### config.mk
export PLATFORM = sky130hd
export DESIGN_NAME = vga_capture
export DESIGN_NICKNAME = d
export VERILOG_FILES = /design/src/rtl/vga_pkg.sv /design/src/rtl/vga_capture_sync_fifo.sv /design/src/rtl/vga_capture.sv
export SDC_FILE = /design/constraint.sdc
export NUM_CORES = 1
export LEC_CHECK = 0
export CAP_MARGIN = 30
export CORE_MARGIN = 5
export CORE_UTILIZATION = 62
export CTS_BUF_LIST = sky130_fd_sc_hd__clkbuf_8 sky130_fd_sc_hd__clkbuf_16
export DETAILED_ROUTE_END_ITERATION = 16
export PLACE_DENSITY = 0.9
export SLEW_MARGIN = 20
export SYNTH_ARGS = -nofsm -noshare
export SYNTH_HDL_FRONTEND = slang
export SYNTH_HIERARCHICAL = 1
export SYNTH_SLANG_ARGS = --single-unit
### constraint.sdc
create_clock -name clk -period 4.3 [get_ports clk]
set_input_delay 0.86 -clock clk [delete_from_list [all_inputs] [get_ports clk]]
set_output_delay 0.86 -clock clk [all_outputs]
set_load 0.02 [all_outputs]
### src/rtl/vga_pkg.sv
// Shared constants, pixel-entry layout and capture state encoding for vga_capture.
package vga_pkg;

  localparam int H_ACTIVE = 640;
  localparam int V_ACTIVE = 480;
  localparam int COORD_W  = 10;
  localparam int RGB_W    = 24;

  // One queued pixel: {sof, eol, y, x, rgb}, 46 bits wide.
  typedef struct packed {
    logic               sof;
    logic               eol;
    logic [COORD_W-1:0] y;
    logic [COORD_W-1:0] x;
    logic [RGB_W-1:0]   rgb;
  } pix_entry_t;

  localparam int ENTRY_W = $bits(pix_entry_t);

  typedef enum logic {
    WAIT_VSYNC = 1'b0,
    CAPTURE    = 1'b1
  } cap_state_e;

  // Coordinate increment that sticks at the all-ones value instead of wrapping.
  function automatic logic [COORD_W-1:0] sat_inc(input logic [COORD_W-1:0] v);
    return (v == {COORD_W{1'b1}}) ? v : v + 10'd1;
  endfunction

endpackage

### src/rtl/vga_capture_sync_fifo.sv
// Synchronous FIFO; head data and flags come straight from registers, and a
// push into a full FIFO is accepted when a pop happens in the same cycle.
module sync_fifo #(
  parameter int WIDTH = 46,
  parameter int DEPTH = 16
) (
  input  logic             clk,
  input  logic             reset,
  input  logic             push_i,
  input  logic [WIDTH-1:0] data_i,
  input  logic             pop_i,
  output logic [WIDTH-1:0] data_o,
  output logic             full_o,
  output logic             empty_o
);

  localparam int AW = $clog2(DEPTH);
  localparam logic [AW:0] FULL_CNT_C = (AW+1)'(DEPTH);

  logic [WIDTH-1:0] mem_q [DEPTH];
  logic [AW-1:0]    wr_q;
  logic [AW-1:0]    rd_q;
  logic [AW:0]      cnt_q;
  logic [AW:0]      cnt_d;
  logic             full_q;
  logic             empty_q;
  logic             do_push_s;
  logic             do_pop_s;

  assign do_pop_s  = pop_i & ~empty_q;
  assign do_push_s = push_i & (~full_q | do_pop_s);

  // Next occupancy from the accepted push/pop pair.
  always_comb begin
    cnt_d = cnt_q;
    case ({do_push_s, do_pop_s})
      2'b10:   cnt_d = cnt_q + (AW+1)'(1);
      2'b01:   cnt_d = cnt_q - (AW+1)'(1);
      default: cnt_d = cnt_q;
    endcase
  end

  // Storage, pointers and registered full/empty flags; reset flushes everything.
  always_ff @(posedge clk) begin
    if (reset) begin
      for (int i = 0; i < DEPTH; i++) begin
        mem_q[i] <= '0;
      end
      wr_q    <= '0;
      rd_q    <= '0;
      cnt_q   <= '0;
      full_q  <= 1'b0;
      empty_q <= 1'b1;
    end else begin
      if (do_push_s) begin
        mem_q[wr_q] <= data_i;
        wr_q        <= wr_q + AW'(1);
      end
      if (do_pop_s) begin
        rd_q <= rd_q + AW'(1);
      end
      cnt_q   <= cnt_d;
      full_q  <= (cnt_d == FULL_CNT_C);
      empty_q <= (cnt_d == '0);
    end
  end

  assign data_o  = mem_q[rd_q];
  assign full_o  = full_q;
  assign empty_o = empty_q;

endmodule

### src/rtl/vga_capture.sv
// VGA receive-side capture: oversamples the VGA port in the clk domain,
// rebuilds pixel coordinates, checks geometry and queues pixels to a consumer.
module vga_capture #(
  parameter int H_ACTIVE         = vga_pkg::H_ACTIVE,
  parameter int V_ACTIVE         = vga_pkg::V_ACTIVE,
  parameter bit VSYNC_ACTIVE_LOW = 1'b1,
  parameter int FIFO_DEPTH       = 16
) (
  input  logic        clk,
  input  logic        reset,
  input  logic        vga_pixel_clock,
  input  logic [7:0]  vga_r,
  input  logic [7:0]  vga_g,
  input  logic [7:0]  vga_b,
  input  logic        vga_hsync,
  input  logic        vga_vsync,
  input  logic        vga_blank,
  output logic        pix_valid,
  input  logic        pix_ready,
  output logic [23:0] pix_rgb,
  output logic [9:0]  pix_x,
  output logic [9:0]  pix_y,
  output logic        pix_sof,
  output logic        pix_eol,
  output logic [15:0] frame_count,
  output logic        overflow,
  output logic        line_error,
  output logic        frame_error,
  input  logic        clear_errors
);

  import vga_pkg::*;

  localparam logic [COORD_W-1:0] H_LIM_C  = COORD_W'(H_ACTIVE);
  localparam logic [COORD_W-1:0] H_LAST_C = COORD_W'(H_ACTIVE - 1);
  localparam logic [COORD_W-1:0] V_LIM_C  = COORD_W'(V_ACTIVE);

  logic pclk_s1_q, pclk_s2_q, pclk_s3_q;
  logic [23:0] rgb_s1_q, rgb_s2_q;
  logic hs_s1_q, hs_s2_q, vs_s1_q, vs_s2_q, bl_s1_q, bl_s2_q;
  logic hsync_unused_s;

  cap_state_e state_q, state_d;
  logic [COORD_W-1:0] x_q, x_d, y_q, y_d;
  logic [15:0] fc_q, fc_d;
  logic vs_prev_q, vs_prev_d, bl_prev_q, bl_prev_d;
  logic ovf_q, ovf_d, line_err_q, line_err_d, frame_err_q, frame_err_d;

  logic pe_s, vs_act_s, ve_s;
  logic push_s, pop_s, drop_s, line_set_s, frame_set_s;
  logic fifo_full_s, fifo_empty_s;
  pix_entry_t entry_s, head_s;

  // Two-stage sampling of every VGA input, plus a third pixel-clock stage for edge detection.
  always_ff @(posedge clk) begin
    if (reset) begin
      {pclk_s1_q, pclk_s2_q, pclk_s3_q} <= 3'b000;
      {rgb_s1_q, rgb_s2_q}              <= 48'd0;
      {hs_s1_q, hs_s2_q}                <= 2'b00;
      {vs_s1_q, vs_s2_q}                <= 2'b00;
      {bl_s1_q, bl_s2_q}                <= 2'b00;
    end else begin
      pclk_s1_q <= vga_pixel_clock;
      pclk_s2_q <= pclk_s1_q;
      pclk_s3_q <= pclk_s2_q;
      rgb_s1_q  <= {vga_r, vga_g, vga_b};
      rgb_s2_q  <= rgb_s1_q;
      hs_s1_q   <= vga_hsync;
      hs_s2_q   <= hs_s1_q;
      vs_s1_q   <= vga_vsync;
      vs_s2_q   <= vs_s1_q;
      bl_s1_q   <= vga_blank;
      bl_s2_q   <= bl_s1_q;
    end
  end

  // hsync is sampled alongside the other inputs but line structure comes from blank.
  assign hsync_unused_s = hs_s2_q;

  // Falling pixel-clock edge lands mid-pixel, where the s2 data is stable.
  assign pe_s     = pclk_s3_q & ~pclk_s2_q;
  assign vs_act_s = VSYNC_ACTIVE_LOW ? ~vs_s2_q : vs_s2_q;
  assign ve_s     = pe_s & vs_act_s & ~vs_prev_q;

  assign pop_s  = ~fifo_empty_s & pix_ready;
  assign drop_s = push_s & fifo_full_s & ~pop_s;

  // Capture FSM: coordinate tracking, push requests and geometry error detection.
  always_comb begin
    state_d     = state_q;
    x_d         = x_q;
    y_d         = y_q;
    fc_d        = fc_q;
    vs_prev_d   = vs_prev_q;
    bl_prev_d   = bl_prev_q;
    push_s      = 1'b0;
    line_set_s  = 1'b0;
    frame_set_s = 1'b0;
    if (pe_s) begin
      vs_prev_d = vs_act_s;
      bl_prev_d = bl_s2_q;
      case (state_q)
        WAIT_VSYNC: begin
          if (ve_s) begin
            fc_d    = fc_q + 16'd1;
            x_d     = '0;
            y_d     = '0;
            state_d = CAPTURE;
          end else begin
            state_d = WAIT_VSYNC;
          end
        end
        CAPTURE: begin
          if (ve_s) begin
            frame_set_s = (y_q != V_LIM_C);
            x_d         = '0;
            y_d         = '0;
            fc_d        = fc_q + 16'd1;
          end else if (!bl_s2_q) begin
            if ((x_q < H_LIM_C) && (y_q < V_LIM_C)) begin
              push_s = 1'b1;
              x_d    = x_q + 10'd1;
            end else begin
              line_set_s = 1'b1;
              x_d        = sat_inc(x_q);
            end
          end else if (!bl_prev_q) begin
            line_set_s = (x_q != H_LIM_C);
            x_d        = '0;
            y_d        = sat_inc(y_q);
          end else begin
            x_d = x_q;
          end
        end
        default: state_d = WAIT_VSYNC;
      endcase
    end else begin
      state_d = state_q;
    end
  end

  // Sticky flags: clear_errors drops them, a coincident new error keeps them set.
  always_comb begin
    ovf_d       = (ovf_q & ~clear_errors) | drop_s;
    line_err_d  = (line_err_q & ~clear_errors) | line_set_s;
    frame_err_d = (frame_err_q & ~clear_errors) | frame_set_s;
  end

  // Entry built from the current coordinates and the s2 colour sample.
  always_comb begin
    entry_s.sof = (x_q == '0) && (y_q == '0);
    entry_s.eol = (x_q == H_LAST_C);
    entry_s.y   = y_q;
    entry_s.x   = x_q;
    entry_s.rgb = rgb_s2_q;
  end

  // Capture state, counters and sticky error registers.
  always_ff @(posedge clk) begin
    if (reset) begin
      state_q     <= WAIT_VSYNC;
      x_q         <= '0;
      y_q         <= '0;
      fc_q        <= 16'd0;
      vs_prev_q   <= 1'b0;
      bl_prev_q   <= 1'b0;
      ovf_q       <= 1'b0;
      line_err_q  <= 1'b0;
      frame_err_q <= 1'b0;
    end else begin
      state_q     <= state_d;
      x_q         <= x_d;
      y_q         <= y_d;
      fc_q        <= fc_d;
      vs_prev_q   <= vs_prev_d;
      bl_prev_q   <= bl_prev_d;
      ovf_q       <= ovf_d;
      line_err_q  <= line_err_d;
      frame_err_q <= frame_err_d;
    end
  end

  sync_fifo #(
    .WIDTH (ENTRY_W),
    .DEPTH (FIFO_DEPTH)
  ) u_fifo (
    .clk     (clk),
    .reset   (reset),
    .push_i  (push_s),
    .data_i  (entry_s),
    .pop_i   (pix_ready),
    .data_o  (head_s),
    .full_o  (fifo_full_s),
    .empty_o (fifo_empty_s)
  );

  assign pix_valid   = ~fifo_empty_s;
  assign pix_rgb     = head_s.rgb;
  assign pix_x       = head_s.x;
  assign pix_y       = head_s.y;
  assign pix_sof     = head_s.sof;
  assign pix_eol     = head_s.eol;
  assign frame_count = fc_q;
  assign overflow    = ovf_q;
  assign line_error  = line_err_q;
  assign frame_error = frame_err_q;

endmodule
# After elaboration in Yosys (flattened, before gate mapping)
# Memory sizes are Yosys's and may differ from the RTL's. A register that Yosys moved wholly into a read port is not among the register bits.
# Cells that the tools add are included.
classes:
  n_addsub: 7
  n_mul: 0
  div: 0
  n_lt_le_gt_ge: 2
  eq_ne: 14
  shift: 0
  mux: 40
  bitwise_logic: 22
  reduce_logical: 9
op_table:
  columns: ["operator", "count"]
  rows:
  - ["$mux W10", 10]
  - ["$mux W46", 1]
  - ["$reduce_or A46 Y1", 1]
  - ["$pmux W10 S2", 2]
  - ["$eq A10 B10 Y1 const B", 3]
  - ["$mux W1", 22]
  - ["$add A10 B1 Y10 const B", 2]
  - ["$logic_not A10 Y1", 2]
  - ["$add A16 B1 Y16 const B", 1]
  - ["$mux W16", 1]
  - ["$mux W4", 3]
  - ["$and A1 B1 Y1", 10]
  - ["$lt A10 B10 Y1 const B", 1]
  - ["$lt A10 B9 Y1 const B", 1]
  - ["$ne A10 B10 Y1 const B", 1]
  - ["$ne A10 B9 Y1 const B", 1]
  - ["$pmux W5 S2", 1]
  - ["$add A4 B1 Y4 const B", 2]
  - ["$not A1 Y1", 8]
  - ["$ne A3 B2 Y1 const B", 2]
  - ["$add A5 B1 Y5 const B", 1]
  - ["$eq A5 B5 Y1 const B", 1]
  - ["$logic_not A5 Y1", 1]
  - ["$ne A5 B5 Y1 const B", 1]
  - ["other kinds (11)", 15]
totals:
  ff_bits: 112
  latch_bits: 0
  ram_bits: 736
  rom_bits: 0
  inputBits: 32
  out_inout_bits: 66
  word_cells: 118
  mem_count: 1
mem_list:
  columns: ["memory", "depth", "width", "read_ports", "rd_ports_with_merged_regs", "write_ports", "line_no", "rtl"]
  rows:
  - ["u_fifo.mem_q", 16, 46, 1, 1, 16, "vga_capture_sync_fifo.sv:20", "logic [WIDTH-1:0] mem_q [DEPTH];"]

# Logic depth before layout (Yosys ltp)
depth:
  ltp_word: 13
  ltp_mapped: 16
  ltp_nobuf: 14

# Cells and area by module
# Netlist, hierarchy kept.
modules_own_cells:
  columns: ["module", "instances", "cells_each", "area_each_um2", "seq_area_each_um2"]
  rows:
  - ["sync_fifo", 1, 2025, 34038.9, 22481.6]
  - ["vga_capture", 1, 402, 3768.6, 1941.9]

# Worst setup path after synthesis
# No wires, ideal clock.
synth_timing:
  path_kind: "register to register"
  start: "register state_q"
  end: "register u_fifo.full_q (netlist: u_fifo/full_o)"
  setup_time_ns: 0.096
  arrival_time_ns: 3.080
  required_time_ns: 4.204
  slack_ns: 1.124
  stages_incl_launch_ff: 17
  path_buffers: 2
  period_less_slack_ns: 3.176
  cell_sequence: "dfxtp_1 and3b_1 clkbuf_1 o21ai_0 nor2_1 inv_1 a21oi_1 inv_1 ha_1 clkbuf_1 xor2_1 ha_1 a21oi_1 mux2i_1 xor2_1 and2_1 nor4b_1"
synth_between:
  elab_chain_len: 6
  elab_cells_between_ends: 7
  cone_classes: "3 x eq/ne; 3 x mux; 1 x bitwise"
synth_lines:
  columns: ["element", "line_no", "rtl"]
  rows:
  - ["start, declared", "vga_capture.sv:43", "cap_state_e state_q, state_d;"]
  - ["start signal, assigned", "vga_capture.sv:171", "state_q <= state_d;"]
  - ["$mux W1 (*)", "vga_capture.sv:102", "case (state_q)"]
  - ["$mux W1 (*)", "vga_capture.sv:99", "if (pe_s) begin"]
  - ["net push_s", "vga_capture.sv:50", "logic push_s, pop_s, drop_s, line_set_s, frame_set_s;"]
  - ["$and A1 B1 Y1 (*)", "vga_capture_sync_fifo.sv:31", "assign do_push_s = push_i & (~full_q | do_pop_s);"]
  - ["$eq A2 B1 Y1 or $eq A2 B2 Y1 (tied branches)", "vga_capture_sync_fifo.sv:36", "case ({do_push_s, do_pop_s})"]
  - ["$pmux W5 S2 (*)", "vga_capture_sync_fifo.sv:36", null]
  - ["$eq A5 B5 Y1 (*)", "vga_capture_sync_fifo.sv:63", "full_q <= (cnt_d == FULL_CNT_C);"]
  - ["end signal, assigned", "vga_capture_sync_fifo.sv:63", null]
  - ["end, declared", "vga_capture_sync_fifo.sv:25", "logic full_q;"]
# The timed path passes the listed nets; every way through them passes the cells marked *.
# A chain may end at the register's enable or synchronous reset.

==> flow_metrics.py <==
metrics = {
    "synth": {
        "post_synth_num_cell_types": 64,
        "synth_enable_flop_cells": 736,
        "syn_avg_cell_area_um2": 15.6,
        "area_leader_netlist": "edfxtp_1",
        "synth_area_um2": 37800,
        "yosys_most_used_dff": "edfxtp_1",
        "synth_cells": 2427,
        "synth_async_sr_flop_share_pct": 0,
        "synthesis.nets": 2472,
        "yosys_warnings": 6,
        "synth_seq_cells": 852,
        "sequential_to_total_area_share_from_yosys_stat_pct": 64.6,
        "synth_largest_type_area_fraction_pct": 58.5,
        "synthTopCellsByArea": "edfxtp_1 58%, and2_1 12%, mux4_2 11%",
    },
    "global_routing": {
        "gr-total-overflow": 0,
        "number_of_global_route_vias_before_repair": 23200,
        "gr-usage-all-layers_pct": 29.1,
        "maximum_number_of_pins_on_one_net_before_global_route_repair": 75,
        "antenna_found_initial": 2,
        "wire_length_of_the_first_global_routing_pass_mm": 144,
    },
    "layout": {
        "final_layout_size_suffix_gt1_share_pct": 17.2,
        "layout.cells.non_filler": 3331,
        "layout-area-overhead-vs-synth_pct": 12.0,
        "fillerInstances": 3475,
        "nets": 2522,
        "layout_commonest_cell": "and2_1",
        "layout.cells.most_common_list": "740 x and2_1, 736 x edfxtp_1, 193 x mux4_2",
    },
    "floorplan": {
        "design.core.area_um2": 60400,
        "floorplan.die_area_um2": 66000,
        "top_level_ports": 98,
        "starting_utilization_of_the_core_area_pct": 62.6,
        "num_rows": 90,
        "dieHeight_um": 257,
        "dieWidth_um": 257,
    },
    "clocking": {
        "clock_sinks": 852,
        "tritoncts.num_buffers": 83,
        "post-cts-setup-buffers": 0,
        "max-clock-path-buffers": 3,
        "cts-hold-fix-buffers": 0,
        "clk_pin_slew_ns": 0.06,
        "worst_skew_pair.late_latency_ns": 0.64,
        "cts_tree": "built",
        "cts_root_buf": "clkbuf_16",
        "htreeDepth": 3,
        "cts-resized-gates": 0,
    },
    "worst_hold_path": {
        "hold_class": "flip-flop to flip-flop",
        "number_of_cells_on_the_worst_hold_path": 1,
        "hold_path_startpoint": "vs_s1_q",
        "min_delay_worst_endpoint": "vs_s2_q",
    },
    "drt": {
        "wl_mm": 96.5,
        "route.antenna.remaining_nets": 0,
        "route.detailed.wl_per_inst_um": 29.0,
        "initialDrtViolationCount": 3203,
        "routed-via-count": 22200,
        "vias_per_cell": 6.67,
        "drt_drc_violations_left": 0,
        "detailedRoute.firstPassIterationCount": 6,
    },
    "power_and_ir_drop": {
        "p_clk_share_pct": 41.2,
        "irDropWorstVdd_mv": 0.251,
        "total_leakage_power_nw": 14.6,
        "power.combinational.fraction_pct": 3.4,
        "switching_power_share_of_the_total_pct": 20.9,
        "seq_power_share_pct": 55.4,
        "switching_power_mw": 3.55,
        "power_report.internal_total_mw": 13.4,
        "powerDensity_nw_per_um2": 402,
    },
    "worst_setup_path": {
        "start_kind": "flip-flop",
        "critical_path_class": "flip-flop to primary output",
        "r2r-start": "y_q[5]",
        "critical_path.cell_chain": "buf_16 > buf_16 > mux4_1 > mux4_2 > clkdlybuf4s50_1",
        "worst_path_most_repeated_cell": "buf_16",
        "regToRegSetupSlack_ns": 0.71,
        "end_kind": "primary output",
        "critPathSlowestCell": "mux4_1",
        "reg2regPathDepth": 14,
        "worst-endpoint-arrival_ns": 3.34,
        "reg2reg_to": "u_fifo/full_o",
        "data_required_time_of_the_worst_path_ns": 3.44,
        "path_max_fanout": 30,
        "critPathMaxStageDelay_ns": 0.58,
    },
    "timing": {
        "timing.final.crit_share_pct": 97.7,
        "number_of_setup_violations_in_the_final_report": 0,
        "fmax_mhz": 238,
        "hold_violations": 0,
        "fin_worst_skew_ns": 0.0330,
        "worst_slew_margin_rel_pct": 42.2,
        "min_period_ns": 4.20,
        "layout_setup_ws_ns": 0.0977,
        "worst_margin_slew_ns": 0.867,
        "maxSlewViolCount": 0,
    },
    "place": {
        "place_worst_setup_slack_ns": 0.459,
        "buffer_ports.inserted": 96,
        "placedCellCount": 3173,
        "detailedPlacementHpwl_mm": 51.4,
        "gp_routability_congestion": 0.900,
    },
    "job": {
        "max_cap_violations": 0,
    },
    "outcome": {
        "run_status": "finished, final reports clean",
    },
}
[how the worst max path moves through the flow]
stage | startpoint | end | slack [ns] | cells past startpoint
after floorplan | state_q | u_fifo/full_o | 1.12 | 16
after global placement | pix_ready | u_fifo/full_o | 0.52 | 12
after detailed placement | pix_ready | u_fifo/full_o | 0.46 | 12
after CTS | flip-flop | pix_y[8] | 0.07 | 4
after global routing | flip-flop | pix_rgb[2] | -0.03 | 5
final | flip-flop | pix_rgb[2] | 0.1 | 5
[flip-flops by register name, indices dropped and copies added, names as in the netlist, 4 cells and up, named ones only]
name / count
frame_count: 16
rgb_s1_q: 24
rgb_s2_q: 24
u_fifo/cnt_q: 5
u_fifo/mem_q: 736
u_fifo/rd_q: 4
u_fifo/wr_q: 4
x_q: 10
y_q: 10
[final cells by class]
cell class | instances | area, um^2 | area share (%)
Antenna cell | 3 | 7.51 | 0.0177
Inverter | 19 | 71.3 | 0.168
Sequential cell | 852 | 24400 | 57.7
Timing Repair Buffer | 169 | 1750 | 4.13
Clock inverter | 58 | 344 | 0.813
Clock buffer | 96 | 2290 | 5.41
Multi-Input combinational cell | 1352 | 12500 | 29.4
Tap cell | 782 | 978 | 2.31
[synth_stat cells (3+ instances only)]
library cell  instances
a211oi_1              5
a21oi_1              30
a311oi_1              3
a31oi_1               3
and2_1              740
and4_1                3
buf_1                 6
buf_2                27
buf_4                 5
buf_6                14
clkbuf_1            136
clkbuf_2             13
dfxtp_1             116
edfxtp_1            736
ha_1                 13
inv_1                19
mux4_1               37
mux4_2              193
nand2_1              29
nand2b_1              7
nand3_1              16
nand3b_1              3
nand4_1              14
nor2_1               48
nor2b_1              62
nor3_1               12
nor4_1                6
o211ai_1              3
o21ai_0              24
o31ai_1               7
o32ai_1               3
or2_2                17
or3_1                14
or4_1                 5
xnor2_1               3
xor2_1               15
[power by group through the flow]
stage | Sequential, mW | Clock (mW) | Combinational, mW
detailed placement | 9.59 | 0 | 0.566
global route | 9.45 | 7.43 | 0.593
floorplan | 9.52 | 0 | 0.316
finish | 9.43 | 7.00 | 0.579
CTS | 9.43 | 7.06 | 0.572
global placement | 9.54 | 0 | 0.552
[kinds of logic after synthesis]
logic type / Yosys count / synth area share, %
simple gates: 999 / 16.2
flops: 852 / 64.6
mux: 232 / 14.1
buf+inv: 223 / 2.77
compound gates: 90 / 1.48
xor+xnor: 18 / 0.417
fa+ha+maj: 13 / 0.430
[per-stage QoR]
step	instance area [um^2]	power [mW]	utilization, %	setup TNS, ns	hold slack (ns)
after global placement	39700	10.1	65.7	0	0.424
after global routing	42300	17.5	70.1	-0.0286	0.457
final	42300	17.0	70.1	0	0.436
after floorplan	37800	9.83	-	0	0.414
after CTS	42300	17.1	70.1	0	0.438
after detailed placement	39700	10.2	65.7	0	0.423
[worst max-delay path, delay by kind of cell (launching register included)]
kind                   cells  cell delay, ns
buffers and inverters      3            1.11
DFF                        1            0.42
muxes                      2            1.10
[routing by layer]
metal	vias up	share of wire (%)	global-route usage (%)
li1	9054	-	-
met1	11200	34	37.2
met2	1660	50	48.9
met3	330	12	5.95
met4	2	4.6	13.0
met5	-	0.013	0
(Power assumes the default switching activity.)
